===== src/rtl/store_buffer.sv =====
// Purpose : posted-write store buffer between the CPU data port and a single-ported memory.
// Latency : stores retire in 1 cycle into the FIFO; a read miss returns 3+ cycles after request.
// Backpress: cpu_stall holds stores while full and reads until their data is ready.
//
// Ports
//   clk, reset                 single clock; asynchronous active-low reset
//   cpu_addr/cpu_wdata         processor address and store data
//   cpu_read/cpu_write         processor load/store requests (write wins if both)
//   cpu_rdata/cpu_stall        load data back to the processor; combinational hold request
//   mem_req/mem_we/mem_addr/mem_wdata   memory transaction, stable until mem_ack
//   mem_ack/mem_rdata          memory completion and read data
//
// Build option
//   STORE_BUF_FWD_EN : when defined, loads that hit a buffered store are answered from the
//                      youngest matching entry without a memory access. When undefined, any
//                      load waits for the buffer to drain completely and then reads memory.
module store_buffer #(
    parameter int DEPTH = 4
) (
    input  logic        clk,
    input  logic        reset,
    input  logic [31:0] cpu_addr,
    input  logic [31:0] cpu_wdata,
    input  logic        cpu_read,
    input  logic        cpu_write,
    output logic [31:0] cpu_rdata,
    output logic        cpu_stall,
    output logic        mem_req,
    output logic        mem_we,
    output logic [31:0] mem_addr,
    output logic [31:0] mem_wdata,
    input  logic        mem_ack,
    input  logic [31:0] mem_rdata
);

    localparam int PW = (DEPTH > 1) ? $clog2(DEPTH) : 1;
    localparam int CW = PW + 1;

    // Stores are always full words, so only the word address is kept.
    typedef struct packed {
        logic [29:0] wordAddr;
        logic [31:0] data;
    } entry_t;

    typedef enum logic [1:0] {
        IDLE    = 2'd0,
        WR_BUSY = 2'd1,
        RD_BUSY = 2'd2,
        RD_DONE = 2'd3
    } state_t;

    entry_t          entries [DEPTH];
    state_t          state;
    state_t          stateNext;
    logic [PW-1:0]   head;
    logic [PW-1:0]   tail;
    logic [CW-1:0]   count;
    logic [CW-1:0]   countAfterPop;
    logic [31:0]     rdataReg;

    logic            readReq;
    logic            full;
    logic            push;
    logic            pop;
    logic            readMiss;
    logic            rdIssueIdle;
    logic            rdIssueAfterPop;
    logic [PW-1:0]   presentIdx;
    logic            loadWr;
    logic            loadRd;

    // A simultaneous read and write is treated as a write only.
    assign readReq       = cpu_read && !cpu_write;
    assign full          = (count == CW'(DEPTH));
    assign push          = cpu_write && !full;
    assign pop           = (state == WR_BUSY) && mem_ack;
    assign countAfterPop = count - CW'(1);

`ifdef STORE_BUF_FWD_EN
    logic            fwdHit;
    logic [31:0]     fwdData;
    logic [PW-1:0]   scanIdx;

    // Walk entries oldest to youngest so the last match wins: the youngest store
    // to a word is the architecturally visible one.
    always_comb begin
        fwdHit  = 1'b0;
        fwdData = '0;
        scanIdx = '0;
        for (int i = 0; i < DEPTH; i++) begin
            scanIdx = head + PW'(i);
            if ((CW'(i) < count) && (entries[scanIdx].wordAddr == cpu_addr[31:2])) begin
                fwdHit  = 1'b1;
                fwdData = entries[scanIdx].data;
            end
        end
    end

    // A miss never matches an older store, so it may overtake the buffered writes.
    assign readMiss        = readReq && !fwdHit;
    assign rdIssueIdle     = readMiss;
    assign rdIssueAfterPop = readMiss;
    assign cpu_rdata       = (readReq && fwdHit) ? fwdData : rdataReg;
`else
    // Without matching, a load can only go to memory once every older store has
    // retired; the last pop hands the bus straight to the read.
    assign readMiss        = readReq;
    assign rdIssueIdle     = readReq && (count == '0);
    assign rdIssueAfterPop = readReq && (count == CW'(1));
    assign cpu_rdata       = rdataReg;
`endif

    // Stores stall only on a full buffer, even if an entry pops this cycle.
    // Loads stall until RD_DONE, where the registered data is handed over.
    always_comb begin
        cpu_stall = 1'b0;
        if (cpu_write) begin
            cpu_stall = full;
        end else if (cpu_read) begin
            cpu_stall = readMiss && (state != RD_DONE);
        end
    end

    always_comb begin
        stateNext  = state;
        presentIdx = head;
        loadWr     = 1'b0;
        loadRd     = 1'b0;
        case (state)
            IDLE: begin
                if (rdIssueIdle) begin
                    stateNext = RD_BUSY;
                    loadRd    = 1'b1;
                end else if (count != '0) begin
                    stateNext = WR_BUSY;
                    loadWr    = 1'b1;
                end
            end
            WR_BUSY: begin
                if (mem_ack) begin
                    // The head pops on this edge, so the next write is head+1.
                    presentIdx = head + PW'(1);
                    if (rdIssueAfterPop) begin
                        stateNext = RD_BUSY;
                        loadRd    = 1'b1;
                    end else if (countAfterPop != '0) begin
                        stateNext = WR_BUSY;
                        loadWr    = 1'b1;
                    end else begin
                        stateNext = IDLE;
                    end
                end
            end
            RD_BUSY: begin
                if (mem_ack) begin
                    stateNext = RD_DONE;
                end
            end
            RD_DONE: begin
                stateNext = IDLE;
            end
            default: begin
                stateNext = IDLE;
            end
        endcase
    end

    // Control state and memory-side registers. The memory outputs are loaded only
    // on entry to a busy state, which keeps them stable until the acknowledge.
    always_ff @(posedge clk or negedge reset) begin
        if (!reset) begin
            state     <= IDLE;
            head      <= '0;
            tail      <= '0;
            count     <= '0;
            mem_req   <= 1'b0;
            mem_we    <= 1'b0;
            mem_addr  <= '0;
            mem_wdata <= '0;
            rdataReg  <= '0;
        end else begin
            state <= stateNext;
            if (push) begin
                tail <= tail + PW'(1);
            end
            if (pop) begin
                head <= head + PW'(1);
            end
            count   <= count + CW'(push) - CW'(pop);
            mem_req <= (stateNext == WR_BUSY) || (stateNext == RD_BUSY);
            if (loadWr) begin
                mem_we    <= 1'b1;
                mem_addr  <= {entries[presentIdx].wordAddr, 2'b00};
                mem_wdata <= entries[presentIdx].data;
            end else if (loadRd) begin
                mem_we   <= 1'b0;
                mem_addr <= cpu_addr;
            end
            if ((state == RD_BUSY) && mem_ack) begin
                rdataReg <= mem_rdata;
            end
        end
    end

    // Entry payload needs no reset: count==0 marks every slot invalid.
    always_ff @(posedge clk) begin
        if (push) begin
            entries[tail] <= '{wordAddr: cpu_addr[31:2], data: cpu_wdata};
        end
    end

endmodule


===== config.mk =====
export PLATFORM = sky130hd
export DESIGN_NAME = store_buffer
export DESIGN_NICKNAME = d
export VERILOG_FILES = /design/src/rtl/store_buffer.sv
export SDC_FILE = /design/constraint.sdc
export NUM_CORES = 1
export LEC_CHECK = 0
export ABC_AREA = 1
export BUFFER_PORTS_ARGS = -buffer_cell sky130_fd_sc_hd__clkbuf_2
export CORE_MARGIN = 2
export CORE_UTILIZATION = 49
export CTS_CLUSTER_SIZE = 24
export DETAILED_ROUTE_END_ITERATION = 16
export GPL_TIMING_DRIVEN = 0
export MAX_ROUTING_LAYER = met4
export PLACE_DENSITY = 0.72
export SYNTH_ARGS = -nofsm -noshare
export SYNTH_HDL_FRONTEND = slang
export SYNTH_SLANG_ARGS = --single-unit

===== constraint.sdc =====
create_clock -name clk -period 4 [get_ports clk]
set_input_delay 0.4 -clock clk [delete_from_list [all_inputs] [get_ports clk]]
set_output_delay 0.4 -clock clk [all_outputs]
set_load 0.005 [all_outputs]

Word level (Yosys, flattened, before mapping)
Memories as Yosys holds them, arrays and structs flattened.
Cells that the tools add are included.

word-level totals
  logic and storage cells = 65
  RAM bits = 248
  input bits = 101
  bits in registers = 107
  output and inout bits = 99
  memories = 1

operators by class
  equality and inequality tests = 8
  add/subtract/negate cells = 5
  multiplexer cells = 27
  reduce and logical (&&, ||, !) cells = 15

memory list
  name     depth  width  read ports  clocked after Yosys merged registers in  wr ports  RTL line  source
  entries  4      62     1           0                                        1         52        entry_t entries [DEPTH];

operator list
  operator                                                               count
  32-bit 2-to-1 mux                                                      2
  1-bit 2-to-1 mux                                                       15
  2-bit 2-to-1 mux                                                       7
  2-bit one-hot mux with 4 select lines                                  1
  1-bit logical AND                                                      7
  2-bit equality test, second input constant                             3
  3-bit nonzero test                                                     2
  2-bit by 1-bit adder with 2-bit output, second input constant          2
  2-bit by 1-bit equality test with 1-bit output, second input constant  2
  1-bit one-hot mux with 2 select lines                                  2
  3-bit by 1-bit adder with 3-bit output                                 1
  3-bit by 1-bit equality test with 1-bit output, second input constant  1
  3-bit equality test, second input constant                             1
  3-bit logical NOT                                                      1
  3-bit by 1-bit subtractor with 3-bit output                            1
  3-bit by 1-bit subtractor with 3-bit output, second input constant     1
  1-bit logical NOT                                                      2
  2-bit logical NOT                                                      1
  2-bit inequality test, second input constant                           1
  2-bit nonzero test                                                     1
  1-bit logical OR                                                       1

Depth between registers and ports, before layout
Gate-level depths: netlist of run 1.

  depth in word-level cells = 8
  depth in mapped cells = 11
  mapped depth without buffers = 10

Worst setup path after synthesis of run 1
Ideal clock, no wire load.

  path type = register -> register
  from = register count[1]
  to = memory entries[0][0] in the netlist's numbering, enable pin
  path buffers = 0
  setup time = 0.482 ns
  arrival = 3.345 ns
  cell stages (with the launch flop) = 5
  period minus slack after synthesis = 3.828 ns
  data required time = 3.518 ns
  setup slack = 0.172 ns
  cells stage by stage = dfrtp_1 nor2_1 nand2_1 nand2_1 nor2_1

between the ends
  word-level cells in the longest chain between the ends = 5

RTL lines
  what                                    RTL line  source
  from (decl)                             57        logic [CW-1:0] count;
  from (signal assigned)                  189       count <= count + CW'(push) - CW'(pop);
  3-bit equality test                     74        assign full = (count == CW'(DEPTH));
  1-bit logical NOT                       75        assign push = cpu_write && !full;
  1-bit logical AND                       75
  1-bit 2-to-1 mux                        207       if (push) begin
  1-bit 2-to-1 mux (implied by the code)  208       entries[tail] <= '{wordAddr: cpu_addr[31:2], data: cpu_wdata};
  to (decl)                               52

No other way between the ends.

Worst setup path after layout of run 1
  from = register count[1]
  to = memory entries[2][38] in the netlist's numbering, enable pin

Same word-level chain as after synthesis.

==> results of run 1 <==
## layout make-up
class | instances | area [sq um]
Sequential cell | 355 | 10100
Inverter | 119 | 447
Buffer | 73 | 332
Fill cell | 2303 | 11400
Clock buffer | 49 | 1090
Tap cell | 384 | 480
Antenna cell | 3 | 7.51
Clock inverter | 21 | 262
Multi-Input combinational cell | 721 | 3590
Timing Repair Buffer | 207 | 1180
## registers in the layout, summed over array words and instances (netlist names), 2 cells and up
register / cells
tail: 2
mem_wdata: 32
cpu_rdata: 32
state: 2
entries: 248
mem_addr: 32
head: 2
count: 3
## cell usage after synthesis (all sizes together)
library cell	n
nand2	315
nand3	309
edfxtp	248
inv	119
dfrtp	107
buf	51
mux2	32
nand3b	32
clkbuf	22
nor2	17
ha	6
o21ai	3
nand4	2
xnor2	2
a21oi	1
fa	1
xor2	1
## where the power goes
group / total (W) / internal (W) / switching, W
clock: 0.00371 / 0.00231 / 0.00139
sequential: 0.00541 / 0.00502 / 0.000393
combinational: 0.00490 / 0.00168 / 0.00323
total: 0.0140 / 0.00901 / 0.00501
## metrics by stage
step                std cells  power (W)
detailed placement       1859     0.0104
floorplan                1268    0.00841
CTS                      1929     0.0141
global route             1931     0.0149
global placement         1851     0.0101
finish                   1932     0.0140
## metal layers
metal | vias to the layer above | global-route usage | routed length, um
met3 | 96 | 0.0392 | 2830
met4 | 0 | 0.0906 | 1190
li1 | 4821 | - | -
met1 | 4897 | 0.298 | 14200
met5 | - | - | 0
met2 | 499 | 0.381 | 17000
## final timing paths
| kind | start | endpoint | slack [ns] |
|---|---|---|---|
| min in group clk | cpu_addr[0] | mem_addr[0] | 0.08 |
| worst max-delay path | count[1] | entries[2][38] | 1.56 |
| worst min register to register | mem_wdata[8] | mem_wdata[8] | 0.48 |
| worst max register to register | count[1] | entries[2][38] | 1.56 |
| worst min-delay path | reset | mem_wdata[7] | 0.04 |
| max in group asynchronous | reset | mem_addr[13] | 3.36 |
## kinds of logic after synthesis
family / share of synthesized area
AOI/OAI and AO/OA: 0.00138
DFF: 0.700
and+or+nand+nor: 0.211
adders and majority gates: 0.00658
xor gates and xnor gates: 0.00182
buffers and inverters: 0.0538
muxes: 0.0249
==> reports/summary.txt, run 1 <==
Crit path arrival time: 2.65 ns
Gate Count Post-Synth: 1,268
max-cap violations: 0
Peak VDD IR: 391 uV
Distinct cells, synth: 22
Die X: 176 um
crit end category: flip-flop
final net count: 1,623
PwrDens: 801 nW/um^2
# Post-CTS Setup Buffers: 0
critical path class: reg2reg
Fin. Hold Viols: 0
final wirelength: 35,200 um
Critical Path RT: 4.21 ns
routability cong.: 0.821
CTS clk-pin slew, worst paths: 0.06 ns
post-synth top area cell: edfxtp_1
Tot GR Track Use: 0.235
CP Cell Sequence: nor2_1 > nand2_1 > nand2_1 > nor2_4 > buf_12 > buf_12
synthesized net count: 1,376
DP HPWL: 22,500 um
RSZ-0062 raised after global routing: no
DRT Pass-1 Iters: 6
Slew headroom: 0.390
Top delay family on crit path: simple AND/OR/NAND/NOR gates
hold_buf cts: 0
H-Tree Depth: 2
Max stage delay on crit path: 0.70 ns
clk root buf: clkbuf_16
commonest non-fill, non-tap cell in the layout: nand2_1
DRT iter0 DRCs: 902
Core ar.: 28,900 sq um
CTS tree: yes
drt wl/cell: 18.2 um
outcome: finished, final reports clean
worst-case clock buffer depth: 3
Hold Crit Class: in2async
Synth area leaders: edfxtp_1 (52%), dfrtp_1 (19%), nand3_1 (11%), nand2_1 (8.1%), inv_1 (3.0%)
Worst Clk Skew: 0.0165 ns
DRC violations left: 0
Avg Inst Size Synth: 11.4 sq um
Util after Layout: 0.607
layout cells sized above 1: 0.227
Port Buf Inserts: 199
Worst Path Buf+Inv: 2
Syn. warnings: 0
Syn Std Cell Area: 14,500 sq um
Fin Setup TNS: 0 ns
Yosys reg bits: 355
Post-DRT Antenna Nets: 0
Area Growth Syn to Fin: 21.1%
first-pass GRT wire length: 54,400 um
final setup fails: 0
CTS resizes: 0
Slew @ Worst Pin: 0.914 ns
post-synthesis sequential area ratio: 0.700
Vias: 10,313
IO Pins: 200
pre-CTS WS: 1.52 ns
WP depth: 6
Starting Density: 0.501
cell area after layout: 17,500 sq um
hold_ws: 0.0353 ns
gr ovfl total: 0
largest net degree at the start of global routing: 108
vias in the first global route: 9,982
fin crit period: 2.44 ns
Worst Path Max Fanout: 24
Final period util: 0.611
clk_lat worst skew: 0.52 ns
Cell Area, Placed: 16,200 sq um
most frequent cells in the layout: nand2_1 (313), nand3_1 (309), edfxtp_1 (248), clkbuf_2 (198), inv_1 (117)
Total Die Area: 30,900 sq um
CTS Sinks: 355
share of the synthesized area in the top cell type: 0.515
max-slew violation count: 0
Via-to-Cell Ratio: 5.34
CTS Buf Count: 38
placement row count: 62
Die Span Y: 176 um
Pleak: 7.84 nW
setup slack after layout: 1.56 ns
critical path startpoint category: flip-flop
Slowest-stage cell, CP: nor2_4
Achievable Freq: 409 MHz
initial antenna violation count: 2
r2r worst-path depth: 6
No activity file was read; power rests on OpenSTA's default activity.
==> inputs of run 2 (changes only) <==
==> constraint.sdc (replaced) <==
create_clock -name clk -period 2 [get_ports clk]
set_input_delay 0.2 -clock clk [delete_from_list [all_inputs] [get_ports clk]]
set_output_delay 0.2 -clock clk [all_outputs]
set_load 0.005 [all_outputs]
==> run 2 against run 1 <==
Against the previous run: total power rose by 100%; clock skew increased by 0.0027 ns; flip-flop and latch count unchanged; register-to-register slack got worse by 1.5 ns; routed wire length increased by 7.3%; critical endpoint is now mem_addr[3]; design area increased by 6.1%; via count grew 4.9%; first-iteration DRC count rose by 3.7%; sequential share of layout area fell by 3.3 points; global-route usage up 1.5 points; hold slack gained 0.13 ns; fmax rose by 27%.
==> reports/summary.txt, run 2 (same netlist as run 1, synthesis figures left out) <==
setup slack after layout: 0.0719 ns
worst-case clock buffer depth: 3
min-delay src: cpu_write
R2R setup slack: 0.07 ns
max-slew violation count: 0
non-filler cells, final: 2,035
largest net degree at the start of global routing: 108
Hold Crit Class: in2reg
final net count: 1,730
Pleak: 8.34 nW
Comb pwr share: 0.370
Via-to-Cell Ratio: 5.32
first-pass GRT wire length: 57,600 um
max-cap violations: 0
DRT Pass-1 Iters: 5
Max stage delay on crit path: 0.46 ns
initial antenna violation count: 1
DP HPWL: 22,500 um
final wirelength: 37,800 um
IO Pins: 200
WHS Endpoint: tail[0]
Util after Layout: 0.644
Slew headroom: 0.492
Die X: 176 um
NetSw: 0.0103 W
Total Die Area: 30,900 sq um
placement row count: 62
Power Total: 0.0281 W
Worst Path Max Fanout: 10
H-Tree Depth: 2
Tot GR Track Use: 0.250
PwrDens: 1510 nW/um^2
drt wl/cell: 18.6 um
cell area after layout: 18,600 sq um
Fillers: 2,138
r2r startpoint: state[0]
CTS Sinks: 355
Area Growth Syn to Fin: 28.5%
Reg with most FFs: entries
Core ar.: 28,900 sq um
Port Buf Inserts: 199
layout cells sized above 1: 0.234
reg-to-reg endpoint: mem_addr[3]
r2r worst-path depth: 9
crit end category: flip-flop
Worst Clk Skew: 0.0192 ns
routability cong.: 0.796
Pint: 0.0178 W
CP Cell Sequence: nand3_1 > nand2_1 > nand2_2 > buf_4 > buf_2 > nand2_1 > nand3_1 > nand3_1 > nand3_1
Die Span Y: 176 um
outcome: finished, final reports clean
Final period util: 0.964
Critical Path RT: 2.45 ns
gr ovfl total: 0
Switching Fraction: 0.366
fin crit period: 1.93 ns
Largest register FFs: 248
Peak VDD IR: 789 uV
vias in the first global route: 10,511
final setup fails: 0
Achievable Freq: 519 MHz
Vias: 10,818
Slowest-stage cell, CP: dfrtp_1
DRC violations left: 0
cell mode on critical path: nand3_1
Crit path arrival time: 2.38 ns
clk_lat worst skew: 0.52 ns
CTS Buf Count: 37
hold path depth: 4
most frequent cells in the layout: nand2_1 (310), nand3_1 (309), edfxtp_1 (248), clkbuf_2 (221), inv_1 (116)
Cell Area, Placed: 16,200 sq um
Slew @ Worst Pin: 0.762 ns
clk root buf: clkbuf_16
commonest non-fill, non-tap cell in the layout: nand2_1
clock network fraction of total power: 0.243
critical path startpoint category: flip-flop
CTS tree: yes
Post-DRT Antenna Nets: 0
Starting Density: 0.501
placed insts: 1,860
DRT iter0 DRCs: 935
critical path class: reg2reg
Fin. Hold Viols: 0
CTS clk-pin slew, worst paths: 0.07 ns
power share of the sequential group: 0.387
pre-CTS WS: -0.184 ns
==> run 2: cell types whose count changed in the layout (fill, tap and decap cells not counted), moves of 3 or more <==
| cell | before | now |
|---|---|---|
| bufinv_16 | 6 | 2 |
| dlygate4sd3_1 | 0 | 97 |
| buf_12 | 6 | 10 |
| clkbuf_2 | 198 | 221 |
| buf_2 | 40 | 29 |
| clkbuf_4 | 0 | 12 |
| buf_1 | 9 | 1 |
| clkbuf_1 | 28 | 11 |
| buf_4 | 2 | 7 |
| nor2_4 | 4 | 7 |
| clkbuf_8 | 2 | 5 |
| nand2_1 | 313 | 310 |
==> run 2: stage by stage <==
| step | hold slack, ns | TNS (ns) |
|---|---|---|
| after global routing | 0.156 | -0.0363 |
| final | 0.167 | 0 |
| after floorplan | -0.0956 | -9.38 |
| after detailed placement | 0.332 | -9.49 |
| after global placement | 0.403 | -300.63 |
| after CTS | 0.150 | 0 |
==> run 2: power groups by stage <==
| stage | sequential [W] | clock [W] | combinational (W) |
|---|---|---|---|
| after floorplan | 0.0109 | 0 | 0.00588 |
| after global placement | 0.0109 | 0 | 0.00927 |
| after detailed placement | 0.0110 | 0 | 0.00976 |
| after CTS | 0.0108 | 0.00688 | 0.0102 |
| after global routing | 0.0110 | 0.00724 | 0.0114 |
| final | 0.0109 | 0.00682 | 0.0104 |
==> run 2: per-layer routing <==
layer  up-vias  global-route usage  wire length [um]
met5         -                   -                 0
met4         0              0.0833              1020
met3        92              0.0474              3000
met2       499               0.408             18500
met1      5199               0.317             15300
li1       5028                   -                 -
==> run 2: worst max-delay path by stage <==
stage | startpoint | endpoint | slack (ns)
finish | state[0] | mem_addr[3] | 0.07
global route | state[1] | count[2] | -0.02
CTS | state[1] | mem_addr[30] | 0.02
detailed placement | count[1] | entries[2][38] | -0.18
global placement | reset | mem_addr[8] | -0.95
floorplan | count[1] | entries[0][0] | -0.05
==> run 2: final cells by class <==
type                    instances  area (sq um)  area share
diodes                          1          2.50    0.000135
plain buffers                  73           395      0.0213
clock buffers                  50          1080      0.0580
clock inverters                17           141     0.00761
inverters                     119           447      0.0240
multi-input cells             724          3650       0.196
flip-flops and latches        355         10100       0.545
well taps                     384           480      0.0259
repair buffers                312          2260       0.122
==> run 2: repair_timing <==
item                                    4_1_cts  5_1_grt
resized for setup                             9       51
hold endpoints to repair                    405        0
endpoints found under the setup margin       93       88
pin swaps                                     4        2
cloned                                        3        0
setup buffers                                 4        3
hold buffers                                 97        0
==> run 2: worst max-delay path, delay by kind of cell, from the launching register on <==
kind | cells | cell delay (ns)
buffers and inverters | 2 | 0.53
DFF | 1 | 0.46
and+or+nand+nor | 7 | 0.88
==> inputs of run 3 (changes only) <==
--- a/config.mk
+++ b/config.mk
@@ -13,7 +13,7 @@
 export DETAILED_ROUTE_END_ITERATION = 16
 export GPL_TIMING_DRIVEN = 0
 export MAX_ROUTING_LAYER = met4
-export PLACE_DENSITY = 0.72
+export PLACE_DENSITY_LB_ADDON = 0.15
 export SYNTH_ARGS = -nofsm -noshare
 export SYNTH_HDL_FRONTEND = slang
 export SYNTH_SLANG_ARGS = --single-unit
==> run 3 against run 2 <==
Against the previous run: via count shrank 3.1%; combinational power hardly changed; non-clock buffer count is the same; flip-flop and latch count stayed put; clock power is essentially flat; critical path depth shrank 2; design area shrank 0.36%; count of clock-buffer cells in the layout down 1; hold slack worse by 0.13 ns; sequential power barely moved; fmax is 0.93% higher; critical path type unchanged.
==> reports/summary.txt, run 3 (same netlist as run 1, synthesis figures left out) <==
Worst Clk Skew: 0.0149 ns
reg-to-reg endpoint: mem_addr[13]
clk root buf: clkbuf_16
max-slew violation count: 0
setup slack after layout: 0.0896 ns
Hold Crit Class: in2reg
WHS Endpoint: tail[1]
PwrDens: 1500 nW/um^2
hold path depth: 3
Via-to-Cell Ratio: 5.15
min-delay src: cpu_write
Area Growth Syn to Fin: 28.0%
DRC violations left: 0
CTS clk-pin slew, worst paths: 0.06 ns
Final period util: 0.955
r2r startpoint: state[0]
CTS Buf Count: 38
outcome: finished, final reports clean
CTS Sinks: 355
critical path startpoint category: flip-flop
Fin. Hold Viols: 0
Die X: 176 um
Slew headroom: 0.471
pre-CTS WS: -0.256 ns
hold_ws: 0.0345 ns
commonest non-fill, non-tap cell in the layout: nand2_1
gr ovfl total: 0
max-cap violations: 0
Vias: 10,478
Worst Path Max Fanout: 10
final setup fails: 0
worst-case clock buffer depth: 3
Max stage delay on crit path: 0.48 ns
Peak VDD IR: 764 uV
Pleak: 8.31 nW
Slew @ Worst Pin: 0.793 ns
largest net degree at the start of global routing: 107
r2r worst-path depth: 7
IO Pins: 200
fin crit period: 1.91 ns
DP HPWL: 22,300 um
final net count: 1,729
first-pass GRT wire length: 56,600 um
vias in the first global route: 10,348
critical path class: reg2reg
Core ar.: 28,900 sq um
R2R setup slack: 0.09 ns
crit end category: flip-flop
Fin Setup TNS: 0 ns
H-Tree Depth: 2
Worst Path Buf+Inv: 2
Largest register FFs: 248
clk_lat worst skew: 0.52 ns
Total Die Area: 30,900 sq um
DRT iter0 DRCs: 700
CP Cell Sequence: nand4_1 > buf_2 > clkbuf_1 > nand3_1 > nand3_1 > nand3_1 > nand3_1
Tot GR Track Use: 0.244
CTS tree: yes
placement row count: 62
DRT Pass-1 Iters: 7
placed insts: 1,860
Critical Path RT: 2.45 ns
initial antenna violation count: 1
Port Buf Inserts: 199
Reg with most FFs: entries
routability cong.: 0.809
final wirelength: 36,400 um
Cell Area, Placed: 16,200 sq um
Starting Density: 0.501
Post-DRT Antenna Nets: 0
Achievable Freq: 523 MHz
cell area after layout: 18,500 sq um
layout cells sized above 1: 0.232
non-filler cells, final: 2,034
Fillers: 2,237
RSZ-0062 raised after global routing: yes
drt wl/cell: 17.9 um
Crit path arrival time: 2.36 ns
Top delay family on crit path: buffers and inverters
Slowest-stage cell, CP: clkbuf_1
cell mode on critical path: nand3_1
most frequent cells in the layout: nand2_1 (310), nand3_1 (309), edfxtp_1 (248), clkbuf_2 (214), inv_1 (117)
Die Span Y: 176 um
-- run 3: changes by cell type in the layout (fill, tap and decap cells not counted), moves of 3 or more --
cell,delta
clkinv_2,+5
clkbuf_4,-3
clkbuf_2,-7
buf_1,+4
-- run 3: layout make-up --
class                      count  area (sq um)  area share
multi-input combinational    722          3630       0.196
antenna                        1          2.50    0.000135
clock buffer                  49          1120      0.0603
timing repair buffer         312          2220       0.120
inverter                     119           447      0.0241
tap                          384           480      0.0260
buffer                        73           374      0.0202
sequential                   355         10100       0.547
clock inverter                19           120     0.00649
-- run 3: timing repair --
item	4_1_cts	5_1_grt
resized for setup	2	41
endpoints found under the setup margin	94	92
hold buffers	97	0
endpoints found under the hold margin	399	0
pin swaps	3	1
buffers inserted	3	4
gates cloned	1	0
-- run 3: tightest hold or removal path, stage by stage --
cell and delay (ns):
clkbuf_2 0.13, nand2_8 0.11, a21oi_1 0.06
-- run 3: per-layer routing --
metal	vias to the layer above	GRT usage	share of wire
li1	5021	-	-
met2	383	0.408	0.49
met3	63	0.0394	0.068
met4	0	0.0665	0.022
met1	5011	0.312	0.42
met5	-	-	0
-- run 3: power breakdown --
part	switching, W	internal (W)
Clock	0.00277	0.00406
Sequential	0.000797	0.0100
Combinational	0.00645	0.00361
-- run 3: how the worst max path moves through the flow --
| stage | depth (start not counted) | slack [ns] | endpoint | from |
|---|---|---|---|---|
| floorplan | 4 | -0.05 | entries[0][0] | count[1] |
| global placement | 1 | -0.97 | mem_wdata[23] | reset |
| detailed placement | 6 | -0.26 | entries[0][40] | count[1] |
| CTS | 9 | 0.02 | mem_addr[26] | state[1] |
| global route | 8 | -0.04 | mem_addr[23] | count[1] |
| finish | 7 | 0.09 | mem_addr[13] | state[0] |
-- run 3: metrics by stage --
stage                     total power [W]  utilization
final                              0.0277        0.642
after global routing               0.0295        0.642
after floorplan                    0.0168            -
after global placement             0.0203        0.554
after detailed placement           0.0207        0.561
after CTS                          0.0278        0.638
